<file path="src/rtl/parity_pkg.sv">
// Shared types and constants for the serial parity generator.
// The state encoding lives here so every user of the generator sees the same enum.
package parity_pkg;

    typedef enum logic [1:0] {
        IDLE   = 2'd0,
        DATA   = 2'd1,
        PARITY = 2'd2
    } state_t;

    localparam int EVEN_PAR = 0;
    localparam int ODD_PAR  = 1;

endpackage

</file>
<file path="src/rtl/parity_generator.sv">
// Serialises a DATA_W-bit word LSB first and appends a parity bit flagged by x_last.
// Every bit is held on x until x_valid && x_ready; one IDLE cycle separates frames.
//
//   state  | meaning
//   IDLE   | waiting for din_valid; x and x_valid low
//   DATA   | presenting captured data bits, LSB first
//   PARITY | presenting the parity bit with x_last high
module parity_generator
    import parity_pkg::*;
#(
    parameter int DATA_W  = 8,
    parameter int PAR_ODD = EVEN_PAR
) (
    input  logic              clk,
    input  logic              reset,
    input  logic [DATA_W-1:0] din,
    input  logic              din_valid,
    output logic              din_ready,
    output logic              x,
    output logic              x_valid,
    input  logic              x_ready,
    output logic              x_last
);

    localparam int                CNT_W    = $clog2(DATA_W);
    localparam logic [CNT_W-1:0]  CNT_LAST = CNT_W'(DATA_W - 1);
    localparam logic              PAR_INIT = 1'(PAR_ODD);

    if (DATA_W < 2 || DATA_W > 32) begin : g_bad_width
        $error("parity_generator: DATA_W must be in 2..32");
    end

    state_t            state_q;
    logic [DATA_W-1:0] shift_q;
    logic [DATA_W-1:0] shift_d;
    logic [CNT_W-1:0]  cnt_q;
    logic [CNT_W-1:0]  cnt_d;
    logic              par_q;
    logic              x_q;
    logic              x_valid_q;
    logic              x_last_q;

    assign din_ready = (state_q == IDLE) && !reset;
    assign shift_d   = shift_q >> 1;
    assign cnt_d     = cnt_q + 1'b1;

    assign x       = x_q;
    assign x_valid = x_valid_q;
    assign x_last  = x_last_q;

    // Parity is resolved at capture time so the PARITY state only has to present it.
    always_ff @(posedge clk) begin
        if (reset) begin
            state_q   <= IDLE;
            shift_q   <= '0;
            cnt_q     <= '0;
            par_q     <= 1'b0;
            x_q       <= 1'b0;
            x_valid_q <= 1'b0;
            x_last_q  <= 1'b0;
        end else begin
            case (state_q)
                IDLE: begin
                    if (din_valid && din_ready) begin
                        shift_q   <= din;
                        cnt_q     <= '0;
                        par_q     <= (^din) ^ PAR_INIT;
                        x_q       <= din[0];
                        x_valid_q <= 1'b1;
                        x_last_q  <= 1'b0;
                        state_q   <= DATA;
                    end
                end
                DATA: begin
                    if (x_ready) begin
                        if (cnt_q == CNT_LAST) begin
                            x_q      <= par_q;
                            x_last_q <= 1'b1;
                            state_q  <= PARITY;
                        end else begin
                            cnt_q   <= cnt_d;
                            shift_q <= shift_d;
                            x_q     <= shift_d[0];
                        end
                    end
                end
                PARITY: begin
                    if (x_ready) begin
                        shift_q   <= '0;
                        cnt_q     <= '0;
                        par_q     <= 1'b0;
                        x_q       <= 1'b0;
                        x_valid_q <= 1'b0;
                        x_last_q  <= 1'b0;
                        state_q   <= IDLE;
                    end
                end
                default: begin
                    state_q   <= IDLE;
                    x_q       <= 1'b0;
                    x_valid_q <= 1'b0;
                    x_last_q  <= 1'b0;
                end
            endcase
        end
    end

endmodule

</file>
<file path="config.mk">
export PLATFORM = sky130hd
export DESIGN_NAME = parity_generator
export DESIGN_NICKNAME = d
export VERILOG_FILES = /design/src/rtl/parity_pkg.sv /design/src/rtl/parity_generator.sv
export SDC_FILE = /design/constraint.sdc
export NUM_CORES = 1
export LEC_CHECK = 0
export ABC_CLOCK_PERIOD_IN_PS = 2550
export CAP_MARGIN = 15
export CORE_ASPECT_RATIO = 1.4
export CORE_MARGIN = 2
export CORE_UTILIZATION = 35
export DETAILED_ROUTE_END_ITERATION = 16
export DONT_BUFFER_PORTS = 1
export MAX_ROUTING_LAYER = met4
export PLACE_DENSITY_LB_ADDON = 0.15
export SLEW_MARGIN = 20
export SYNTH_ARGS = -nofsm -noshare
export SYNTH_HDL_FRONTEND = slang
export SYNTH_SLANG_ARGS = --single-unit
export TNS_END_PERCENT = 30
</file>
<file path="constraint.sdc">
create_clock -name clk -period 2.55 [get_ports clk]
set_clock_uncertainty 0.05 [all_clocks]
set_input_delay 0.51 -clock clk [delete_from_list [all_inputs] [get_ports clk]]
set_output_delay 0.51 -clock clk [all_outputs]
set_load 0.01 [all_outputs]
</file>
==> results of run 1 <==
## layout make-up
type                            count  share of cell area
Clock buffer                        4              0.0274
Inverter                            4              0.0157
Multi-Input combinational cell     76               0.589
Sequential cell                    15               0.313
Tap cell                           36              0.0470
Timing Repair Buffer                1             0.00783
## layer usage
metal | part of all wire | routed length, µm | global-route usage
met1 | 0.43 | 757 | 0.153
met2 | 0.50 | 884 | 0.204
met3 | 0.043 | 75 | 0.0362
met4 | 0.019 | 34 | 0.0833
met5 | 0 | 0 | -
## per-stage QoR
step / utilization / std cells
finish: 0.374 / 136
global route: 0.374 / 136
global placement: 0.364 / 132
detailed placement: 0.364 / 132
CTS: 0.374 / 136
floorplan: - / 101
## worst max-delay path by stage
stage	start	endpoint
floorplan	state_q[1]	cnt_q[0]
global placement	state_q[1]	shift_q[4]
detailed placement	state_q[1]	shift_q[2]
CTS	state_q[1]	shift_q[2]
global route	state_q[1]	shift_q[1]
finish	state_q[1]	shift_q[2]
## report_power, final
part | leakage (µW) | internal [µW] | switching (µW)
combinational | 0.000192 | 106 | 130
sequential | 0.000123 | 275 | 25.0
clock | 0.0000150 | 60.8 | 78.2
## sequential cells by signal, indices dropped and copies added, names as in the netlist
register and cells:
cnt_q 3, x_valid 1, x 1, par_q 1, shift_q 7, state_q 2
## layout by cell type, fill, tap and decap left out
master    count
o21ba_2       1
a21oi_2       3
nand3_2       2
a221oi_4      1
nand3b_1      1
buf_4         1
nor3_1        2
nand3_1       7
nor2_1       12
o21ai_0       1
clkbuf_4      3
xnor2_1       7
a21o_1        1
a311oi_1      6
clkbuf_1      1
nand2b_4      1
dfxtp_1      15
nand2b_1     10
nand3b_2      1
a211oi_1      2
ha_1          6
o21bai_1      1
inv_1         4
o311ai_0      1
nor2b_1       3
a21oi_1       5
mux2i_1       2
## logic make-up after synthesis
family,Yosys count
AOI/OAI and AO/OA,22
xor gates and xnor gates,7
adders and majority gates,6
buffers and inverters,10
DFF,15
muxes,2
and+or+nand+nor,39
==> results.toml, run 1 <==
[finish]
drive_gt1_frac = 0.130
diodes = 0
regArea_um2 = 300
final_nets = 119
area.growth.synth_to_final_pct = 4.22
num-fill-cells = 280
multiInputGateArea_um2 = 564
design_area_um2 = 958

[clock_network]
cts_tree = "built"
post-cts-setup-buffers = 0
insertion_delay_ps = 280
cts_buffers = 3
path_clk_slew_ps = 90
cts_resized = 0
cts-root-buf = "clkbuf_4"
cts_sinks = 15
postCtsHoldBufs = 0
cts_max_level = 1
cts_buffer_depth = 2

[yosys]
netlist.area_leader.share = 0.327
muxShareOfSynthArea = 0.0218
synth_xor_area_frac = 0.0667
synth_top_area_cell = "dfxtp_1"
synth_area_um2 = 920
ys_seq_area_frac = 0.327
synthSimpleGateAreaFrac = 0.244
synth-adder-area-share = 0.0816
synth_compound_area_frac = 0.200
syn_nets = 119
ys.flop_type = "dfxtp_1"
ys_types = 27
netlist_top_cells_area = "dfxtp_1 33%, ha_1 8.2%, nand2b_1 6.8%, xnor2_1 6.7%, a311oi_1 5.7%"
async_flop_share = 0
yosys_warnings = 0
synth_seq_cells = 15
synth_edf_count = 0
yosysMostFrequentCell = "dfxtp_1"
synth_top_family_by_area = "simple AND/OR/NAND/NOR gates"
synth_common_cells = "15 x dfxtp_1, 12 x nor2_1, 10 x nand2b_1"
avgSynthCellArea_um2 = 9.11
netlist_instances = 101

[detailed_routing]
antenna_left = 0
routed_wirelength_mm = 1.75
drt-vias-per-instance = 5.15
first_pass_iters = 2
drc_errors = 0
post_drt_wl_per_cell_um = 12.9
vias = 701
drt_iter0_drc = 7

[global_route]
grt_pass1_wl_mm = 2.84
grt_overflow = 0
grt_pass1_vias = 648
antenna_found_initial = 0
grt_start_max_net_pins = 20
grt.total_usage = 0.136

[pwr]
max-vdd-ir-drop_mv = 0.249
p_leak_uw = 0.000330
p_total_uw = 676
p_per_area_nw_per_um2 = 705

[worst_setup_path]
end_kind = "register"
crit_type = "reg -> reg"
cp_data_required_time_ps = 2700
path_delay_family = "compound AO/OA/AOI/OAI gates"
start_kind = "register"
worstPathCellList = "inv_1 > ha_1 > o21bai_1 > a221oi_4 > buf_4 > nor2_1 > a311oi_1"
r2r-end = "shift_q[2]"
cp_slowest_stage_delay_ps = 440
path_buf_inv = 2
crit_fanout = 19
crit_arrival_ps = 2300
reg2reg_setup_slack_ps = 400
critical-path-slowest-cell = "dfxtp_1"
cp_num_cells = 7
reg2reg_from = "state_q[1]"
reg2reg_depth = 7

[floorplanning]
start_util = 0.359
dieArea_um2 = 3060
die_y_um = 64.7
ios = 16
core_um2 = 2560
placementRows = 22
die_w_um = 47.3

[placement]
portBuffers = 0
place_area_um2 = 932
globalplace.congestion = 0.742
dpl_worst_slack_ps = 380
dp_hpwl_mm = 1.34

[timing]
finalWorstSetupSlack_ps = 395
rsz0062_at_grt = "no"
clock.fmax_mhz = 464
worst_pin_slew_ps = 483
tns_ps = 0
finalHoldViolations = 0
final_max_slew_viol_count = 0
slew_headroom = 0.678
setup_viol = 0
timing.hold.ws_ps = 225
period_minus_slack_ps = 2150
fin_crit_sh = 0.845

[min_path]
min_path_type = "in -> reg"
hold_depth = 1
worstHoldEndpoint = "shift_q[7]"
min_from = "reset"

[outcome]
outcome = "finished, final reports clean"

[flow_run]
drv_cap = 0
Power figures use the tool's default switching activity.
==> inputs of run 2 (changes only) <==
--- a/config.mk
+++ b/config.mk
@@ -5,7 +5,7 @@
 export SDC_FILE = /design/constraint.sdc
 export NUM_CORES = 1
 export LEC_CHECK = 0
-export ABC_CLOCK_PERIOD_IN_PS = 2550
+export ABC_CLOCK_PERIOD_IN_PS = 1800
 export CAP_MARGIN = 15
 export CORE_ASPECT_RATIO = 1.4
 export CORE_MARGIN = 2
==> constraint.sdc (replaced) <==
create_clock -name clk -period 1.8 [get_ports clk]
set_clock_uncertainty 0.05 [all_clocks]
set_input_delay 0.36 -clock clk [delete_from_list [all_inputs] [get_ports clk]]
set_output_delay 0.36 -clock clk [all_outputs]
set_load 0.01 [all_outputs]
==> run 2 against run 1 <==
Compared with the run above: utilization up 10 points; maximum frequency up 22%; sequential share of layout area down 5.9 points; die area unchanged; critical path depth up 1.
==> results.toml, run 2 (synthesis results as in run 1) <==
[worst_setup_path]
cp_data_required_time_ps = 1980
crit_fanout = 7
crit_type = "reg -> reg"
reg2reg_depth = 8
crit_arrival_ps = 1950
path_buf_inv = 2
worstPathCellList = "ha_4 > ha_4 > nand2b_4 > a221oi_4 > buf_12 > buf_12 > nand3b_2 > a21oi_2"
r2r-end = "shift_q[7]"
end_kind = "register"
path_delay_family = "compound AO/OA/AOI/OAI gates"
cp_num_cells = 8
reg2reg_setup_slack_ps = 30
cp_slowest_stage_delay_ps = 360
reg2reg_from = "cnt_q[1]"
critical-path-slowest-cell = "dfxtp_4"
start_kind = "register"

[timing]
setup_viol = 0
clock.fmax_mhz = 564
slew_headroom = 0.767
worst_pin_slew_ps = 350
timing.hold.ws_ps = 66.8
fin_crit_sh = 0.985
rsz0062_at_grt = "yes"
finalHoldViolations = 0
tns_ps = 0
period_minus_slack_ps = 1770
final_max_slew_viol_count = 0

[finish]
diodes = 0
drive_gt1_frac = 0.366
top_register = "shift_q"
final_common_cell = "nor2_1"
final_util = 0.476
final_nets = 131
largestRegisters = "shift_q x7, cnt_q x3, state_q x2"
largest_reg_flops = 7
area.growth.synth_to_final_pct = 32.5
final_cell_mix = "12 x nor2_1, 11 x dfxtp_1, 9 x buf_4"
regArea_um2 = 310
design_area_um2 = 1220
final_cells = 148
multiInputGateArea_um2 = 669
num-fill-cells = 249

[detailed_routing]
post_drt_wl_per_cell_um = 13.4
drt_iter0_drc = 15
routed_wirelength_mm = 1.99
drt-vias-per-instance = 4.86
antenna_left = 0
drc_errors = 0
first_pass_iters = 3
vias = 719

[floorplanning]
die_y_um = 64.7
dieArea_um2 = 3060
placementRows = 22
die_w_um = 47.3
ios = 16
core_um2 = 2560
start_util = 0.359

[min_path]
hold_depth = 1
min_from = "reset"
min_path_type = "in -> reg"
worstHoldEndpoint = "cnt_q[1]"

[pwr]
max-vdd-ir-drop_mv = 0.504
p_seq_frac = 0.368
power_frac_comb = 0.460
power.net_switching_uw = 381
p_per_area_nw_per_um2 = 953
pwr-share-clk = 0.172
p_int_uw = 780
p_leak_uw = 0.000424
swShare = 0.328

[clock_network]
cts_buffers = 3
cts-root-buf = "clkbuf_4"
path_clk_slew_ps = 100
cts_max_level = 1
cts_sinks = 15
cts_buffer_depth = 2
cts_tree = "built"
insertion_delay_ps = 280

[global_route]
grt_pass1_vias = 704
grt_pass1_wl_mm = 3.28
grt_util_met1 = 0.207
met2_usage = 0.211
grt_overflow = 0
grt.total_usage = 0.150
top_usage_layer = "met2"
grt_start_max_net_pins = 20
use_met3 = 0.0334
antenna_found_initial = 0

[placement]
placed_cells = 138
dp_hpwl_mm = 1.36
place_area_um2 = 1000
portBuffers = 0
globalplace.congestion = 0.731

[flow_run]
drv_cap = 0

[outcome]
outcome = "finished, final reports clean"
-- run 2: per-layer routing --
metal / vias up / share of wire
li1: 375 / -
met4: 0 / 0.0076
met5: - / 0
met2: 10 / 0.51
met1: 332 / 0.45
met3: 2 / 0.035
-- run 2: final cells by class --
cell class	instances	area share
timing repair buffer	13	0.125
multi-input combinational	76	0.549
clock buffer	4	0.0216
tap	36	0.0370
sequential	15	0.255
inverter	4	0.0123
-- run 2: what timing repair did --
| action | in CTS | in global routing |
|---|---|---|
| gates cloned | 0 | 1 |
| gates resized for setup | 2 | 19 |
| buffers inserted | 0 | 5 |
| pin swaps | 0 | 8 |
| setup endpoints to repair | 1 | 8 |
| hold buffers | 0 | 0 |
-- run 2: how the worst max path moves through the flow --
| stage | startpoint | endpoint |
|---|---|---|
| 6_report | cnt_q[1] | shift_q[7] |
| 5_1_grt | cnt_q[1] | cnt_q[2] |
| 4_1_cts | cnt_q[0] | shift_q[6] |
| 3_5_place_dp | state_q[0] | shift_q[5] |
| 3_3_place_gp | cnt_q[0] | shift_q[2] |
| 2_1_floorplan | state_q[1] | cnt_q[0] |
-- run 2: power groups by stage --
stage	clock, µW	combinational, µW	sequential, µW
finish	200	534	427
global route	226	587	434
CTS	206	397	425
detailed placement	0	391	433
global placement	0	387	433
floorplan	0	314	423
-- run 2: stage by stage --
step	power (µW)	setup slack (ps)
after floorplan	737	3.09
after global placement	819	22.4
after detailed placement	823	43.8
after CTS	1030	8.76
after global routing	1250	-34.3
final	1160	27.0
